$ cat src/rtl/lif_pkg.sv
// Shared definitions for the time-multiplexed LIF neuron array.
// Holds the default fixed-point format, the sequencer state encoding and
// a saturating adder used by the membrane update datapath.
package lif_pkg;

    localparam int LIF_DATA_W = 32;
    localparam int LIF_FRAC   = 16;
    // 1.0 in the default Q16.16 format
    localparam logic signed [31:0] LIF_ONE = 32'sh1 <<< LIF_FRAC;

    typedef enum logic [1:0] {
        IDLE  = 2'd0,
        FETCH = 2'd1,
        CALC  = 2'd2,
        WRITE = 2'd3
    } lif_state_t;

    // Adds two values that each fit in w signed bits, then clamps the sum to
    // the w-bit signed range. Works on a 64-bit carrier, so w must be <= 62.
    function automatic logic signed [63:0] sat_add(
        input logic signed [63:0] a,
        input logic signed [63:0] b,
        input int unsigned        w
    );
        logic signed [63:0] sum;
        logic signed [63:0] hi;
        logic signed [63:0] lo;
        sum = a + b;
        hi  = (64'sd1 <<< (w - 32'd1)) - 64'sd1;
        lo  = -hi - 64'sd1;
        if (sum > hi) begin
            return hi;
        end else if (sum < lo) begin
            return lo;
        end else begin
            return sum;
        end
    endfunction

endpackage

$ cat src/rtl/lif_array_tdm_update.sv
// Combinational membrane update for one neuron channel.
// Ports: v (current membrane), cur (input current), ref_cnt (refractory
// count) in; v_next, ref_next, spike out.
module lif_update
    import lif_pkg::*;
#(
    parameter int                       DATA_W     = LIF_DATA_W,
    parameter int                       LEAK_SHIFT = 3,
    parameter logic signed [DATA_W-1:0] VTH        = 32'sh0000FC93,
    parameter logic signed [DATA_W-1:0] V_RESET    = '0,
    parameter logic signed [DATA_W-1:0] V_MIN      = -LIF_ONE,
    parameter int                       REFRAC     = 0
) (
    input  logic signed [DATA_W-1:0] v,
    input  logic signed [DATA_W-1:0] cur,
    input  logic        [3:0]        ref_cnt,
    output logic signed [DATA_W-1:0] v_next,
    output logic        [3:0]        ref_next,
    output logic                     spike
);

    localparam logic signed [63:0] VTH_W  = 64'(VTH);
    localparam logic signed [63:0] VMIN_W = 64'(V_MIN);

    logic signed [63:0] v_w;
    logic signed [63:0] i_w;
    logic signed [63:0] diff;
    logic signed [63:0] d;
    logic signed [63:0] vn;

    // Leak toward the input current, saturate, clamp, then apply spike/refractory rules
    always_comb begin
        v_w      = 64'(v);
        i_w      = 64'(cur);
        diff     = i_w - v_w;
        // arithmetic shift rounds toward minus infinity
        d        = diff >>> LEAK_SHIFT;
        vn       = sat_add(v_w, d, 32'(DATA_W));
        v_next   = V_RESET;
        ref_next = 4'd0;
        spike    = 1'b0;
        if (vn < VMIN_W) begin
            vn = VMIN_W;
        end else begin
            vn = vn;
        end
        if (ref_cnt != 4'd0) begin
            // refractory: the current is ignored and the neuron is held at reset
            v_next   = V_RESET;
            ref_next = ref_cnt - 4'd1;
            spike    = 1'b0;
        end else if (vn >= VTH_W) begin
            v_next   = V_RESET;
            ref_next = 4'(REFRAC);
            spike    = 1'b1;
        end else begin
            v_next   = vn[DATA_W-1:0];
            ref_next = 4'd0;
            spike    = 1'b0;
        end
    end

endmodule

$ cat src/rtl/lif_array_tdm.sv
// NCH leaky integrate-and-fire neurons sharing one update datapath.
// A start pulse sweeps all channels once: each channel fetches its current
// from external memory, updates, writes back, and may emit a spike event.
// Ports: clk, rst (async active-low); start/busy/done step control;
// cur_req/cur_addr/cur_data current-memory read; spk_valid/spk_ready/spk_id
// spike stream; v_valid/v_id/v_out membrane write-back report.
module lif_array_tdm
    import lif_pkg::*;
#(
    parameter int                       DATA_W     = LIF_DATA_W,
    parameter int                       FRAC       = LIF_FRAC,
    parameter int                       NCH        = 16,
    parameter int                       LEAK_SHIFT = 3,
    parameter logic signed [DATA_W-1:0] VTH        = 32'sh0000FC93,
    parameter logic signed [DATA_W-1:0] V_RESET    = '0,
    parameter logic signed [DATA_W-1:0] V_MIN      = -(DATA_W'(1) <<< FRAC),
    parameter int                       REFRAC     = 0,
    parameter int                       ID_W       = (NCH > 1) ? $clog2(NCH) : 1
) (
    input  logic              clk,
    input  logic              rst,
    input  logic              start,
    output logic              busy,
    output logic              done,
    output logic              cur_req,
    output logic [ID_W-1:0]   cur_addr,
    input  logic [DATA_W-1:0] cur_data,
    output logic              spk_valid,
    input  logic              spk_ready,
    output logic [ID_W-1:0]   spk_id,
    output logic              v_valid,
    output logic [ID_W-1:0]   v_id,
    output logic [DATA_W-1:0] v_out
);

    localparam logic [ID_W-1:0] LAST_CH = ID_W'(NCH - 1);

    lif_state_t                state;
    logic [ID_W-1:0]           ch;
    logic signed [DATA_W-1:0]  v_mem   [NCH];
    logic        [3:0]         ref_mem [NCH];

    logic signed [DATA_W-1:0]  v_next;
    logic        [3:0]         ref_next;
    logic                      spike;

    lif_update #(
        .DATA_W    (DATA_W),
        .LEAK_SHIFT(LEAK_SHIFT),
        .VTH       (VTH),
        .V_RESET   (V_RESET),
        .V_MIN     (V_MIN),
        .REFRAC    (REFRAC)
    ) u_update (
        .v       (v_mem[ch]),
        .cur     (cur_data),
        .ref_cnt (ref_mem[ch]),
        .v_next  (v_next),
        .ref_next(ref_next),
        .spike   (spike)
    );

    // Channel sequencer, state arrays and spike handshake
    always_ff @(posedge clk or negedge rst) begin
        if (!rst) begin
            state     <= IDLE;
            ch        <= '0;
            busy      <= 1'b0;
            done      <= 1'b0;
            cur_req   <= 1'b0;
            cur_addr  <= '0;
            spk_valid <= 1'b0;
            spk_id    <= '0;
            v_valid   <= 1'b0;
            v_id      <= '0;
            v_out     <= '0;
            for (int i = 0; i < NCH; i++) begin
                v_mem[i]   <= '0;
                ref_mem[i] <= 4'd0;
            end
        end else begin
            v_valid <= 1'b0;
            done    <= 1'b0;
            cur_req <= 1'b0;
            case (state)
                IDLE: begin
                    if (start) begin
                        state    <= FETCH;
                        ch       <= '0;
                        cur_req  <= 1'b1;
                        cur_addr <= '0;
                        busy     <= 1'b1;
                    end
                end
                FETCH: begin
                    // memory returns the current during CALC
                    state <= CALC;
                end
                CALC: begin
                    v_mem[ch]   <= v_next;
                    ref_mem[ch] <= ref_next;
                    v_out       <= v_next;
                    v_id        <= ch;
                    v_valid     <= 1'b1;
                    spk_valid   <= spike;
                    spk_id      <= ch;
                    state       <= WRITE;
                end
                WRITE: begin
                    if (spk_valid && !spk_ready) begin
                        // consumer stalled: hold the event and the sweep
                        state <= WRITE;
                    end else begin
                        spk_valid <= 1'b0;
                        if (ch == LAST_CH) begin
                            state <= IDLE;
                            busy  <= 1'b0;
                            done  <= 1'b1;
                        end else begin
                            ch       <= ch + ID_W'(1);
                            cur_addr <= ch + ID_W'(1);
                            cur_req  <= 1'b1;
                            state    <= FETCH;
                        end
                    end
                end
                default: begin
                    state <= IDLE;
                end
            endcase
        end
    end

endmodule

$ cat config.mk
export PLATFORM = sky130hd
export DESIGN_NAME = lif_array_tdm
export DESIGN_NICKNAME = d
export VERILOG_FILES = /design/src/rtl/lif_pkg.sv /design/src/rtl/lif_array_tdm_update.sv /design/src/rtl/lif_array_tdm.sv
export SDC_FILE = /design/constraint.sdc
export NUM_CORES = 1
export LEC_CHECK = 0
export CORE_MARGIN = 3
export CORE_UTILIZATION = 40
export CTS_CLUSTER_SIZE = 12
export DETAILED_ROUTE_END_ITERATION = 10
export PLACE_DENSITY_LB_ADDON = 0.3
export SLEW_MARGIN = 20
export SYNTH_ARGS = -nofsm -noshare
export SYNTH_HDL_FRONTEND = slang
export SYNTH_SLANG_ARGS = --single-unit
$ cat constraint.sdc
create_clock -name clk -period 13.6 [get_ports clk]
set_input_delay 3.4 -clock clk [delete_from_list [all_inputs] [get_ports clk]]
set_output_delay 3.4 -clock clk [all_outputs]
set_load 0.01 [all_outputs]
# Yosys cells after proc, flatten, opt, wreduce, memory -nomap -nowiden
# Index checks and enable logic that the tools add are counted.
[word_totals]
register_bits = 623
in_bits = 36
out_inout_bits = 49
wordCells = 112
[op_classes]
add_sub_neg = 4
n_lt_le_gt_ge = 6
n_eq_ne = 8
n_mux = 42
n_bitwise = 1
n_reduce_logical = 10
[op_table]
columns = ["operator", "n"]
rows = [
  ["$bwmux 512", 1],
  ["$mux 64", 3],
  ["$mux 32", 5],
  ["$bmux 32 s4", 1],
  ["$demux 32 s4", 1],
  ["$bwmux 64", 1],
  ["$ge 64x17->1 const B", 1],
  ["$gt 64x32->1 const B", 1],
  ["$lt 64x17->1 const B", 1],
  ["$lt 64x32->1 const B", 1],
  ["$add 32x30->33", 1],
  ["$sub 32x32->33", 1],
  ["$mux 4", 7],
  ["$bmux 4 s4", 1],
  ["$demux 4 s4", 1],
  ["$mux 1", 14],
  ["$ne 2x2->1 const B", 4],
  ["$pmux 2 s4", 1],
  ["$pmux 4 s2", 1],
  ["$reduce_and 4->1", 2],
  ["$pmux 1 s2", 3],
  ["$ge 5x5->1 const B", 1],
  ["$lt 5x1->1 const B", 1],
  ["$not 4->5", 1],
  ["other kinds (12)", 16],
]

# Logic depth before layout (Yosys ltp)
[depth]
word_depth = 15
depth_mapped = 37
mapped_depth_nobuf = 27

# Modules after synthesis
# From an unflattened synthesis, not the netlist that was laid out.
[hier_totals]
hier_cells = 2262
hier_area_um2 = 31851.8
[modules_own_cells]
columns = ["module", "instances", "cells_per_inst", "area_per_inst_um2"]
rows = [
  ["lif_array_tdm", 1, 1709, 28058.2],
  ["lif_update", 1, 553, 3793.6],
]

# Worst setup path after synthesis
# OpenSTA, ideal clock, no wires.
[synth_path]
kind = "input to register"
from = "input cur_data[13]"
to = "register v_mem[294] (netlist bit)"
setup_ns = 0.096
arrival_time_ns = 8.653
t_required_ns = 13.504
setup_slack_ns = 4.851
stages = 28
n_path_buf = 5
cell_sequence = "ha_1 -> a2111oi_0 -> a22oi_1 -> nand3_1 -> nand2_1 -> a31oi_1 -> o211ai_1 -> o21ai_0 -> inv_1 -> a31oi_1 -> xnor2_1 -> ha_1 -> buf_2 -> nand2_1 -> nor3_1 -> a21boi_0 -> o2111a_1 -> a211o_1 -> and3b_1 -> buf_2 -> xor2_1 -> nor3_1 -> or4b_1 -> o2bb2a_4 -> buf_6 -> buf_6 -> buf_6 -> o31ai_1"
[synth_via]
elab_chain_cells = 11
[synth_lines]
columns = ["element", "line", "text"]
rows = [
  ["from (decl)", "lif_array_tdm.sv:27", "input logic [DATA_W-1:0] cur_data,"],
  ["$sub 32x32->33 *", "lif_array_tdm_update.sv:35", "diff = i_w - v_w;"],
  ["$add 32x30->33 *", "lif_pkg.sv:28", "sum = a + b;"],
  ["$lt 64x32->1", "lif_pkg.sv:33", "end else if (sum < lo) begin"],
  ["$mux 64", "lif_pkg.sv:33", ""],
  ["$mux 64 *", "lif_pkg.sv:31", "if (sum > hi) begin"],
  ["$lt 64x17->1", "lif_array_tdm_update.sv:42", "if (vn < VMIN_W) begin"],
  ["$mux 64 *", "lif_array_tdm_update.sv:42", ""],
  ["$ge 64x17->1", "lif_array_tdm_update.sv:52", "end else if (vn >= VTH_W) begin"],
  ["$mux 32 *", "lif_array_tdm_update.sv:52", ""],
  ["$mux 32 *", "lif_array_tdm_update.sv:47", "if (ref_cnt != 4'd0) begin"],
  ["$bwmux 512 *", "lif_array_tdm.sv:100", "v_mem[ch] <= v_next;"],
  ["to (signal, indexed assignment)", "lif_array_tdm.sv:100", ""],
  ["to (decl)", "lif_array_tdm.sv:40", "logic signed [DATA_W-1:0] v_mem [NCH];"],
]
# Every way passes the cells marked *; elsewhere a longest branch is shown, timed or not.
# A chain may end at the register's enable or synchronous reset.

# Worst setup path in the final report
[layout_path]
from = "input cur_data[7]"
to = "register v_mem[492] (netlist bit)"
# The elaborated chain is that of the path after synthesis.

==> reports/qor.yml <==
worstSetupStartpoint: "cur_data[7]"
synth_xor_area_share_pct: 1.43
synth_edf_count: 0
synth_compound_area_share_pct: 13.5
syn_inst: 3010
tns_ns: 0
synth_top_flop_cell: "dfrtp_1"
grt.overflow.total: 0
setup_violations: 0
coreArea_sq_um: 77500
relSlewSlack_pct: 28.3
cts.repair.resized: 0
port-buffer-count: 84
crit_type: "input port to register"
hold_viol: 0
tightestPinTransition_ns: 1.08
arrival_ns: 10.91
postCtsSetupRepairBufs: 0
cts_num_sinks: 623
place.gp.congestion: 0.868
fin_skew_ns: 0.0313
min_period_ns: 10.46
cts_buffers: 68
r2r_slack_ns: 3.66
min_from: "v_mem[282]$_DFFE_PN0P_"
ys.warnings.count: 0
fin_nets: 3060
cp_slowest_cell: "o2bb2a_4"
reg2regPathDepth: 29
start_util_pct: 40.4
holdWs_ns: 0.470
wirelength_mm: 84.9
dr_total_vias: 22700
worst_hold_path_type: "register to register"
fp.dieArea_sq_um: 81700
period_share_pct: 76.9
antenna_found_initial: 1
synth_cell_types: 73
first_global_vias: 22400
cp_common_cell: "a21oi_1"
cp_slowest_stage_delay_ns: 0.80
synth-simple-area-share_pct: 14.8
rows: 102
cp-end-kind: "register"
ioPinCount: 85
drt_pass1_iterations: 6
ctsHoldBuffers: 0
rr_startpoint: "ch[0]$_DFFE_PN0P_"
post_drt_wl_per_cell_um: 21.1
synth-async-reset-ratio_pct: 100
die_w_um: 286
via_per_inst: 5.63
final_layout_size_suffix_gt1_share_pct: 13.0
cts_tree: "built"
syn_to_final_growth_pct: 12.0
cts_max_level: 3
drc_errors: 0
clk_pin_slew_ns: 0.06
fmax_mhz: 95.6
ys_seq_elements: 623
grt_start_max_net_pins: 163
synth.mux.area_fraction_pct: 13.1
drtIter0Drc: 2132
reg2reg_to: "v_mem[492]$_DFFE_PN0P_"
num_antenna_cells: 0
drv_slew: 0
rsz0062_at_grt: "no"
status: "finished, final reports clean"
cts_buffer_depth: 3
critPathLaunchType: "input port"
worstHoldPathCells: 2
hold_end: "v_mem[282]$_DFFE_PN0P_"
dp_hpwl_mm: 52.0
dieHeight_um: 286
worstPathMaxFanout: 82
synth_area_sq_um: 31300
cap_violations: 0
cts_root_buffer: "clkbuf_16"
synth_adder_area_share_pct: 2.98
avgSynthCellArea_sq_um: 10.4
clkLatencyLatePin_ns: 0.60
syn_nets: 3120
yosysSeqAreaShare_pct: 49.8
grt_pass1_wl_mm: 135
required_ns: 14.05
ant_nets: 0
grt.total_usage_pct: 21.0
synth_top_family_by_area: "simple AND/OR/NAND/NOR gates"
-- Yosys cell counts (4+ instances only) --
cell        n  area share, %
o21ai_0   132            2.1
dfrtp_1   623             50
nand4_1    13           0.26
a211oi_1    6           0.14
a21o_1     21           0.50
mux2_2      4           0.14
xor2_1     19           0.53
xnor2_1    32           0.89
or3_1      20           0.40
buf_4       4          0.096
o21a_1      8           0.19
a21boi_0    4          0.096
ha_1       73            2.9
inv_1      81           0.97
a31oi_1     9           0.18
buf_1      14           0.17
nor3_1     18           0.29
nor2b_1    16           0.32
a311oi_1    4           0.11
mux2i_1     6           0.19
nand2_1   900             11
buf_2      22           0.35
a21oi_1    81            1.3
and3_1     16           0.32
a22oi_1     5           0.12
and3b_1     4           0.11
o22ai_1     5           0.10
nor3b_1    10           0.24
nor3_2      6           0.19
clkbuf_1  209            2.5
nand2b_1   13           0.26
o21bai_1    9           0.22
o211ai_1   10           0.24
buf_6      11           0.40
o31ai_2    23           0.92
o31ai_1   254            6.1
nand3_1    41           0.65
mux4_2    177             13
nor2_1     51           0.61
-- layer usage --
metal,routed length (um),track usage (%)
met5,0,0
met4,1510,4.90
met3,4580,2.80
met2,39800,33.4
met1,39100,30.7
-- layout make-up --
cell class	instances	area [sq um]
fillers	7186	42400
clock buffers	100	2000
repair buffers	131	1260
well taps	1040	1300
flip-flops and latches	623	15600
multi-input cells	2044	14500
inverters	82	308
clock inverters	11	145
-- flip-flops by register name, indices dropped and copies added, names as in the netlist --
register and cells:
state 2, ref_mem 64, v_valid 1, done 1, ch 4, cur_req 1
v_id 4, v_out 32, spk_valid 1, v_mem 512, busy 1
-- worst max path at each step --
stage / endpoint / slack [ns] / cells after the start
3_5_place_dp: v_mem[492]$_DFFE_PN0P_ / 2.34 / 24
5_1_grt: v_mem[197]$_DFFE_PN0P_ / 2.40 / 25
2_1_floorplan: v_mem[294]$_DFFE_PN0P_ / 4.85 / 28
4_1_cts: v_mem[492]$_DFFE_PN0P_ / 2.91 / 26
3_3_place_gp: v_mem[37]$_DFFE_PN0P_ / 2.44 / 26
6_report: v_mem[492]$_DFFE_PN0P_ / 3.14 / 26
-- cells in the final DEF, fill, tap and decap left out, types with 13 or more instances in the layout --
master,n
nand2_1,900
dfrtp_1,619
o31ai_1,253
mux4_2,177
o21ai_0,132
clkdlybuf4s50_1,83
inv_1,81
a21oi_1,81
ha_1,72
clkbuf_16,70
nor2_1,51
buf_4,41
xnor2_1,32
nand3_1,25
o31ai_2,24
a21o_1,21
or3_1,20
xor2_1,18
and3_1,16
nor2b_1,16
clkbuf_1,16
nor3_1,15
nand3_2,15
clkbuf_8,14
nand4_1,13
nand2b_1,13
-- worst max-delay path: cells and delay by family --
kind | cells | cell delay (ns)
compound gates | 13 | 3.22
simple gates | 7 | 1.71
buf+inv | 2 | 0.95
fa+ha+maj | 2 | 0.78
xor+xnor | 2 | 0.75
-- cell families (layout without fill, tap and decap cells) --
kind of cell             after synthesis  after routing
AO/OA/AOI/OAI                        610            610
XOR/XNOR                              51             51
adder cells (fa/ha/maj)               74             74
buffers and inverters                343            324
flip-flops                           623            623
multiplexers                         187            187
AND/OR/NAND/NOR                     1122           1122
-- per-stage QoR --
step	setup WS (ns)	instances	utilization, %	area (sq um)
floorplan	4.85	3010	-	31300
global placement	2.44	3920	42.5	32900
detailed placement	2.34	3920	42.5	32900
CTS	2.91	4031	45.3	35100
global route	2.40	4031	45.3	35100
finish	3.14	4031	45.3	35100
Power is left out: the tool's default activity adds up to more than one toggle a clock period on the data nets, which glitch-free logic cannot reach.
